--- src/rtl/systolic_byte_responder.sv ---
// Byte-wide host-port slave holding 2x2 A/B operands and C results, with a
// sequential one-MAC-per-cycle matrix-multiply engine (C = A x B).
module systolic_byte_responder #(
    parameter int unsigned A_BASE = 0,
    parameter int unsigned B_BASE = 32,
    parameter int unsigned C_BASE = 48
) (
    input  logic       clk,
    input  logic       rst,
    input  logic [7:0] data_in,
    output logic [7:0] data_out,
    input  logic [5:0] addr,
    input  logic       write_en,
    input  logic       read_en,
    input  logic       start,
    output logic       ready,
    output logic       done
);

    typedef enum logic [1:0] {StIdle, StBusy, StDone} state_e;

    localparam logic [5:0] ABase = A_BASE[5:0];
    localparam logic [5:0] BBase = B_BASE[5:0];
    localparam logic [5:0] CBase = C_BASE[5:0];

    state_e      state_q, state_d;
    logic [2:0]  k_q, k_d;
    logic        ready_d, done_d;

    // A index = 2i+t, B index = 2t+j, C index = 2i+j
    logic [15:0] a_q [4];
    logic [15:0] b_q [4];
    logic [31:0] c_q [4];

    logic [5:0]  a_off, b_off, c_off;
    logic        a_hit, b_hit, c_hit;
    logic [7:0]  rdata;
    logic [31:0] c_word;
    logic        wr_ok, start_go;
    logic [1:0]  ai, bi, ci;
    logic [31:0] ext_a, ext_b, mult;

    assign a_off = addr - ABase;
    assign b_off = addr - BBase;
    assign c_off = addr - CBase;
    assign a_hit = a_off < 6'd8;
    assign b_hit = b_off < 6'd8;
    assign c_hit = c_off < 6'd16;

    assign wr_ok    = write_en && (state_q != StBusy);
    assign start_go = start && (state_q != StBusy);

    // k = {i, j, t}
    assign ai    = {k_q[2], k_q[0]};
    assign bi    = {k_q[0], k_q[1]};
    assign ci    = {k_q[2], k_q[1]};
    assign ext_a = {{16{a_q[ai][15]}}, a_q[ai]};
    assign ext_b = {{16{b_q[bi][15]}}, b_q[bi]};
    // Low 32 bits of the product are identical for signed and unsigned operands.
    assign mult  = ext_a * ext_b;

    assign c_word = c_q[c_off[3:2]];

    always_comb begin
        rdata = 8'h00;
        if (a_hit) begin
            rdata = a_off[0] ? a_q[a_off[2:1]][15:8] : a_q[a_off[2:1]][7:0];
        end else if (b_hit) begin
            rdata = b_off[0] ? b_q[b_off[2:1]][15:8] : b_q[b_off[2:1]][7:0];
        end else if (c_hit) begin
            unique case (c_off[1:0])
                2'd0:    rdata = c_word[7:0];
                2'd1:    rdata = c_word[15:8];
                2'd2:    rdata = c_word[23:16];
                default: rdata = c_word[31:24];
            endcase
        end
    end

    always_comb begin
        state_d = state_q;
        k_d     = k_q;
        unique case (state_q)
            StIdle, StDone: begin
                if (start) begin
                    state_d = StBusy;
                    k_d     = 3'd0;
                end
            end
            StBusy: begin
                k_d = k_q + 3'd1;
                if (k_q == 3'd7) begin
                    state_d = StDone;
                end
            end
            default: state_d = StIdle;
        endcase
        ready_d = (state_d != StBusy);
        done_d  = (state_d == StDone);
    end

    always_ff @(posedge clk or posedge rst) begin
        if (rst) begin
            state_q <= StIdle;
            k_q     <= 3'd0;
            ready   <= 1'b0;
            done    <= 1'b0;
        end else begin
            state_q <= state_d;
            k_q     <= k_d;
            ready   <= ready_d;
            done    <= done_d;
        end
    end

    always_ff @(posedge clk or posedge rst) begin
        if (rst) begin
            for (int n = 0; n < 4; n++) begin
                a_q[n] <= 16'h0000;
                b_q[n] <= 16'h0000;
                c_q[n] <= 32'h0000_0000;
            end
            data_out <= 8'h00;
        end else begin
            if (wr_ok && a_hit) begin
                if (a_off[0]) a_q[a_off[2:1]][15:8] <= data_in;
                else          a_q[a_off[2:1]][7:0]  <= data_in;
            end
            if (wr_ok && b_hit) begin
                if (b_off[0]) b_q[b_off[2:1]][15:8] <= data_in;
                else          b_q[b_off[2:1]][7:0]  <= data_in;
            end
            if (start_go) begin
                for (int n = 0; n < 4; n++) begin
                    c_q[n] <= 32'h0000_0000;
                end
            end else if (state_q == StBusy) begin
                c_q[ci] <= c_q[ci] + mult;
            end
            if (read_en && !write_en) begin
                data_out <= rdata;
            end
        end
    end

endmodule
--- config.mk ---
export PLATFORM = sky130hd
export DESIGN_NAME = systolic_byte_responder
export DESIGN_NICKNAME = d
export VERILOG_FILES = /design/src/rtl/systolic_byte_responder.sv
export SDC_FILE = /design/constraint.sdc
export NUM_CORES = 1
export LEC_CHECK = 0
export CAP_MARGIN = 10
export CORE_MARGIN = 5
export CORE_UTILIZATION = 56
export DETAILED_ROUTE_END_ITERATION = 16
export PLACE_DENSITY = 0.77
export SLEW_MARGIN = 5
export SYNTH_ARGS = -nofsm -noshare
export SYNTH_HDL_FRONTEND = slang
export SYNTH_SLANG_ARGS = --single-unit
--- constraint.sdc ---
create_clock -name clk -period 22.1 [get_ports clk]
set_clock_uncertainty 0.2 [all_clocks]
set_input_delay 4.42 -clock clk [delete_from_list [all_inputs] [get_ports clk]]
set_output_delay 4.42 -clock clk [all_outputs]
set_load 0.02 [all_outputs]
# == Word-level counts from Yosys, hierarchy flattened ==
# Index checks and enable logic that the tools add are counted.
# totals
reg_bits,271
latchBits,0
ramBits,0
romBits,0
inputBits,19
output_inout_bits,10
elab_cells,112
mem_count,0
# classes
add_sub_neg,4
mul,1
div_mod_pow,0
n_lt_le_gt_ge,12
n_eq_ne,9
shift,0
n_mux,48
bitwise,6
n_reduce_logical,15
# ops
op,n
$bwmux 64,4
$mux 128,2
$mux 16,10
$mux 32,5
$bmux 16 s2,4
$bmux 32 s2,2
$bwmux 128,1
$demux 16 s2,4
$mux 64,2
$demux 32 s2,1
$mux 8,7
$add 32x32->32,1
$mul 16x16->32,1
$pmux 8 s3,1
$ge 3x3->1 const B,6
$not 2->3,6
$lt 6x4->1 const B,2
$sub 6x6->6 const B,2
$lt 3x1->1 const B,3
$logic_and 1x1->1,8
$eq 2x2->1 const B,3
$lt 6x5->1 const B,1
$pmux 3 s2,1
$eq 2x1->1 const B,2
other kinds (12),16

# == Longest topological paths before layout ==
# Gate-level depths: netlist (run 1).
# logic_depth
ltp_word,9
depth_mapped,27
mapped_depth_nobuf,24

# == Worst setup path before layout (run 1) ==
# No wires, ideal clock.
# synth_path
path_kind,flip-flop to flip-flop
from,reg k_q[1]
to,reg c_q[127] (netlist name)
setup_ns,0.156
t_arrival_ns,7.055
t_required_ns,21.744
slack_ns,14.688
path_stages_with_launch,26
n_path_buf,4
period_less_slack_ns,7.412
path_cell_list,dfrtp_1 clkbuf_1 buf_2 buf_2 mux4_2 clkbuf_1 nand2_1 inv_1 fa_1 inv_1 fa_1 inv_1 fa_1 fa_1 fa_1 inv_1 fa_1 inv_1 ha_1 a21o_1 a21oi_1 o21bai_1 a221o_1 o2111a_1 a211oi_4 a21oi_1
# synth_between
elab_chain_len,9
elab_cells_between_ends,18
cone_classes,add/sub (1); mul (1); order compare (2); mux (11); bitwise (2); reduce/logical (1)
# synth_lines
element,line,source
from (decl),27,"logic [2:0] k_q, k_d;"
from (signal assigned),110,k_q <= k_d;
$not 2->3 (not written as such),58,"assign ext_b = {{16{b_q[bi][15]}}, b_q[bi]};"
$bmux 16 s2,58,
$mux 16 (not written as such) (2 in series),58,
$mul 16x16->32,60,assign mult = ext_a * ext_b;
$add 32x32->32,138,c_q[ci] <= c_q[ci] + mult;
$bwmux 128 (*),138,
$mux 128 (*),137,end else if (state_q == StBusy) begin
$mux 128 (*),133,if (start_go) begin
"to (signal, indexed assignment)",138,
to (decl),33,logic [31:0] c_q [4];
# Every way passes the cells marked *; elsewhere a longest branch is shown, timed or not. The select of a mux whose other input is x is not followed.
# A chain may end at the register's enable or synchronous reset.

# == Worst setup path after layout (run 1) ==
# layout_path
from,reg k_q[0]
to,reg c_q[60] (netlist name)
# layout_between
elab_chain_len,9
elab_cells_between_ends,13
cone_classes,add/sub (1); mul (1); mux (9); bitwise (2)
# layout_lines
element,line
"$not 2->3, on equally long branches","57, 58"
"$bmux 16 s2, on equally long branches","57, 58"
"$mux 16, on equally long branches (2 in series)","57, 58"
$mul 16x16->32 (*),60
$add 32x32->32 (*),138
$bwmux 128 (*),138
$mux 128 (*),137
$mux 128 (*),133
# Marked as above.

==> results of run 1 <==
## layer usage
metal,wire [um],track usage,part of all wire
met1,25600,0.387,0.39
met2,31400,0.440,0.47
met3,6470,0.0595,0.098
met4,2800,0.106,0.042
met5,13,0,0.00020
## final timing paths
kind / from / endpoint / slack, ns / depth (start not counted)
max in group asynchronous: rst / c_q[124]$_DFFE_PP0P_ / 16.20 / 4
hold reg to reg: data_out[1]$_DFFE_PP0P_ / data_out[1]$_DFFE_PP0P_ / 0.29 / 2
setup / recovery: k_q[0]$_DFFE_PP0P_ / c_q[60]$_DFFE_PP0P_ / 13.33 / 22
setup reg to reg: k_q[0]$_DFFE_PP0P_ / c_q[60]$_DFFE_PP0P_ / 13.33 / 22
hold / removal: data_out[1]$_DFFE_PP0P_ / data_out[1]$_DFFE_PP0P_ / 0.29 / 2
min in group asynchronous: rst / b_q[60]$_DFFE_PP0P_ / 4.14 / 2
## critical path, delay by kind of cell (launching register included)
family	cells	cell delay, ns
adders and majority gates	7	3.73
and+or+nand+nor	3	0.67
muxes	1	0.79
AOI/OAI and AO/OA	5	1.39
DFF	1	0.58
buffers and inverters	6	1.22
## registers in the layout (all words and copies together) (netlist names)
name      count
b_q          64
k_q           3
ready         1
a_q          64
state_q       2
c_q         128
done          1
data_out      8
## metrics by stage
step | cells | hold WS, ns | setup WS [ns] | power, mW | util
6_report | 2849 | 0.292 | 13.33 | 3.33 | 0.603
5_1_grt | 2849 | 0.336 | 12.96 | 3.58 | 0.603
4_1_cts | 2847 | 0.296 | 13.39 | 3.31 | 0.602
3_5_place_dp | 2799 | 0.282 | 13.46 | 2.77 | 0.579
3_3_place_gp | 2799 | 0.271 | 13.53 | 2.70 | 0.579
2_1_floorplan | 2292 | 0.279 | 10.01 | 2.15 | -
## where the power goes
part / internal (mW) / switching, mW / leakage (nW)
Clock: 0.312 / 0.210 / 0.494
Sequential: 0.620 / 0.108 / 3.65
Combinational: 0.785 / 1.30 / 8.60
Total: 1.72 / 1.61 / 12.7
## cells by family (layout without fill, tap and decap cells)
logic type	count (synthesis)	count (layout)	synth area share
DFF	271	271	0.273
AOI/OAI and AO/OA	242	242	0.0577
muxes	290	290	0.189
and+or+nand+nor	568	568	0.105
xor gates and xnor gates	34	34	0.0131
buffers and inverters	495	460	0.0765
adders and majority gates	392	392	0.286
## cells in the mapped netlist (22+ instances only)
master / instances / share of area
a21oi_1: 46 / 0.0093
dfrtp_1: 271 / 0.27
nand2_1: 196 / 0.030
inv_1: 359 / 0.054
clkbuf_1: 99 / 0.015
nor2_1: 118 / 0.018
nand3_1: 144 / 0.029
and2_1: 39 / 0.0098
mux2_2: 129 / 0.058
fa_1: 292 / 0.24
mux2i_1: 25 / 0.010
ha_1: 100 / 0.050
o21ai_0: 115 / 0.023
xnor2_1: 22 / 0.0078
mux4_2: 128 / 0.12
## placed cells by master (no fill, tap or decap), types with 11 or more instances in the layout
cell type	n
nand2_1	194
ha_1	100
or3_1	11
nor2_1	118
mux4_2	128
clkbuf_16	29
dfrtp_1	268
clkdlybuf4s50_1	25
o21ai_0	113
nand3_1	143
mux2i_1	25
and2_1	39
xnor2_1	22
inv_1	358
mux2_2	129
a21oi_1	46
buf_4	23
nand2b_1	13
fa_1	292
## area by class of cell
class,count,area (um^2)
well taps,592,741
clock inverters,14,225
fillers,3449,17500
repair buffers,52,488
multi-input cells,1526,16200
inverters,360,1360
flip-flops and latches,271,6790
clock buffers,34,785
==> run metrics, run 1 <==
status complete, no violations; fin crit share 0.397; fraction of registers with async set/reset 1.00; Max-cap violations 0; Final Max Slew Viols 0; share of cells above drive strength 1 0.162; hold-fix buffers at CTS 0; Clk Latency, worst-skew pair 0.59 ns; Cells after Synth 2292; IO Count 29; Worst EP arrival 8.98 ns; dpl cell area 25500 um^2; row count 77; CTS root buffer clkbuf_16; post-route ant nets 0; clock buffer depth 3; worst vdd ir 0.120 mV; I/O Buffers 28; setup violators final 0; DR vias 17700; die width 221 um; gr ovfl total 0; Synth Warn # 0; register area share after synthesis 0.273; H-tree levels 1; Syn Nets 2703; pwr dens 125 nW/um^2; Sink Count 271; DP Wirelength 49800 um; Diodes inserted 0; Hold Crit Class flip-flop to flip-flop; Final Cell Area 26600 um^2; die height 221 um; crit-path max FO 32; postcts setup bufs 0; GPL Wtd Cong 0.969; CP dominant cell by count fa_1; initial core utilization 0.564; Setup crit start kind flip-flop; Setup Crit Path Kind flip-flop to flip-flop; main flop type after synthesis dfrtp_1; leakage 12.7 nW; gr usage total 0.279; initial antenna violation count 1; wirelength, routed 66200 um; mapped cell area 24800 um^2; router iterations before antenna repair 6; synthesis-stage register bit count 271; Syn Area/Cell 10.8 um^2; TNS Setup 0 ns; worst-path cell chain buf_4 > mux4_2 > nand2_1 > inv_1 > fa_1 > inv_1 > fa_1 > inv_1 > fa_1 > fa_1 > fa_1 > inv_1 > fa_1 > inv_1 > ha_1 > and4_1 > nand3_1 > a211o_1 > a21oi_1 > o211ai_1 > a21boi_0 > o31ai_1; final hold vios 0; pin count of the biggest net entering global routing 109; Critical Path RT 22.32 ns; Netlist cell types 66; cts bufs inserted 29; Crit-path slowest cell mux4_2; f_max 114 MHz; initial drt markers 1853; nets@finish 2651; DR WL/cell 23.2 um; # resized after CTS 0; number of synthesized flops with an enable pin 0; drt drc 0; clk slew on worst S/H paths 0.06 ns; CTS tree yes; RSZ-0062 raised after global routing false; Slew headroom 0.216; area delta synth->final 6.91%; number of global-route vias before repair 18400; first-pass GRT wire length 105000 um; post-layout min period 8.77 ns; worst slew pin tran 1.15 ns; Worst setup EP type flip-flop; vias per cell 6.21; max incr delay on CP 0.79 ns; core area 44000 um^2; DIE AREA 48700 um^2
Power figures use the tool's default switching activity.
==> run 2: changes to the inputs <==
- PLACE_DENSITY: 0.77 -> 0.8
- clock period: 22.1 -> 7.26 ns (I/O delays scaled with it)
==> run metrics, run 2 (synthesized netlist as in run 1, its figures left out) <==
status complete, no violations; nets@finish 2765 (+4.3%); pwr dens 395 nW/um^2 (+210%); DIE AREA 48700 um^2 (unchanged); leakage 13.4 nW (+4.7%); initial drt markers 2025 (+9.3%); Hold Crit Class flip-flop to flip-flop; TNS Setup 0 ns (unchanged); cts bufs inserted 29 (unchanged); Sink Count 271 (unchanged); setup violators final 0 (unchanged); Slew headroom 0.276 (+0.0593); clock buffer depth 3 (unchanged); post-layout min period 7.12 ns (-1.65 ns); IO Count 29 (unchanged); Top Layer Used met4; Diodes inserted 0 (unchanged); initial core utilization 0.564 (unchanged); first-pass GRT wire length 107000 um (+1.7%); Reg2Reg Launch Point k_q[1]$_DFFE_PP0P_; share of cells above drive strength 1 0.221 (+0.0592); fin crit share 0.981 (+0.584); CTS root buffer clkbuf_16; clk slew on worst S/H paths 0.06 ns (about the same); Critical Path RT 7.48 ns (-14.84 ns); H-tree levels 1 (unchanged); gr usage total 0.282 (+0.00285); worst setup path startpoint k_q[1]$_DFFE_PP0P_; f_max 140 MHz (+23%); die width 221 um (unchanged); Worst EP arrival 7.33 ns (-1.65 ns); post-route ant nets 0 (unchanged); worst vdd ir 0.421 mV (+250%); reg2reg path depth 23 (+4.5%); hold-fix buffers at CTS 0 (unchanged); CTS tree yes; Max-cap violations 0 (unchanged); min-delay src data_out[2]$_DFFE_PP0P_; DR WL/cell 22.8 um (-1.8%); final hold vios 0 (unchanged); router iterations before antenna repair 5 (-1); GPL Wtd Cong 0.956 (-1.4%); crit-path max FO 7 (-78%); worst slew pin tran 1.08 ns (-0.0634 ns); core area 44000 um^2 (unchanged); Largest regs c_q x128, a_q x64, b_q x64; wirelength, routed 67800 um (+2.3%); I/O Buffers 28 (unchanged); drt drc 0 (unchanged); RSZ-0062 raised after global routing true; Largest Register c_q; DP Wirelength 50600 um (+1.7%); Clk Latency, worst-skew pair 0.58 ns (about the same); fin cells 2968 (+4.2%); max reg flops 128 (unchanged); row count 77 (unchanged); Setup Crit Path Kind flip-flop to flip-flop; initial antenna violation count 0 (-1); WL met2 31900 um (+1.5%); Final Max Slew Viols 0 (unchanged); pin count of the biggest net entering global routing 184 (+69%); gr ovfl total 0 (unchanged); DR vias 18400 (+3.7%); area delta synth->final 11.3%; met3 WL 6240 um (-3.6%); vias per cell 6.18 (-0.42%); Hold Path Depth 2 (unchanged); number of global-route vias before repair 19100 (+3.7%); Met1 Wirelength 26200 um (+2.3%); dpl cells 2893 (+3.4%); Worst setup EP type flip-flop; die height 221 um (unchanged); Setup crit start kind flip-flop; most common cell after layout, fill and taps aside inv_1; commonest cells after routing, fill and taps aside 347 x inv_1, 289 x fa_1, 268 x dfrtp_1
run 2: cell types whose count changed in the layout (fill, tap and decap cells not counted), sizes merged:
cell and delta:
clkinvlp +2, clkinv +5, mux4 +1, buf +111
bufinv -2, inv -4, clkbuf +6
run 2: power by group:
part	internal, mW	switching [mW]	leakage, nW	total (mW)
clock network	0.899	0.629	0.487	1.53
registers	1.89	0.263	3.65	2.15
logic	3.00	4.24	9.21	7.24
run 2: worst max-delay path, cell delays in order (launching register included):
cell	delay, ns
dfrtp_4	0.51
clkbuf_4	0.20
buf_4	0.16
mux4_2	0.41
nand2_2	0.13
inv_1	0.06
fa_1	0.60
inv_1	0.09
fa_2	0.61
inv_4	0.08
fa_1	0.46
fa_1	0.50
fa_1	0.50
inv_1	0.05
fa_1	0.49
inv_1	0.05
ha_1	0.32
a21o_1	0.21
a21oi_1	0.14
o21bai_1	0.10
a221o_1	0.36
o2111a_1	0.29
a211oi_4	0.29
a21oi_1	0.12
run 2: per-layer routing:
metal | GRT usage | vias to the layer above
met2 | 0.449 | 1030
met3 | 0.0606 | 183
li1 | - | 7747
met1 | 0.384 | 9395
met5 | 0 | -
met4 | 0.115 | 0
run 2: layout make-up:
cell class / instances / area [um^2]
Inverter: 360 / 1360
Fill cell: 3225 / 16400
Clock buffer: 38 / 820
Sequential cell: 271 / 6790
Timing Repair Buffer: 165 / 1410
Multi-Input combinational cell: 1527 / 16400
Tap cell: 592 / 741
Clock inverter: 15 / 163
run 2: through the flow:
stage | util | total power [mW] | hold WS, ns | worst slack, ns | instance area (um^2)
CTS | 0.619 | 10.5 | 0.284 | 0.00450 | 27300
detailed placement | 0.597 | 8.88 | 0.270 | -0.0753 | 26300
global placement | 0.597 | 8.67 | 0.269 | -0.0841 | 26300
floorplan | - | 6.55 | 0.279 | 0.0896 | 24900
global route | 0.628 | 11.7 | 0.318 | -0.0857 | 27600
finish | 0.628 | 10.9 | 0.276 | 0.141 | 27600
run 2: path summary, 6_finish.rpt:
path	end	slack, ns
setup / recovery	c_q[95]$_DFFE_PP0P_	0.14
hold / removal	data_out[2]$_DFFE_PP0P_	0.28
setup reg to reg	c_q[95]$_DFFE_PP0P_	0.14
hold reg to reg	data_out[2]$_DFFE_PP0P_	0.28
max in group asynchronous	c_q[122]$_DFFE_PP0P_	4.51
min in group asynchronous	b_q[6]$_DFFE_PP0P_	1.03
run 2: timing repair:
| item | CTS | global route |
|---|---|---|
| resized for setup | 2 | 55 |
| gates cloned | 0 | 2 |
| endpoints found under the setup margin | 6 | 60 |
| buffers inserted | 0 | 20 |
| pin swaps | 0 | 13 |
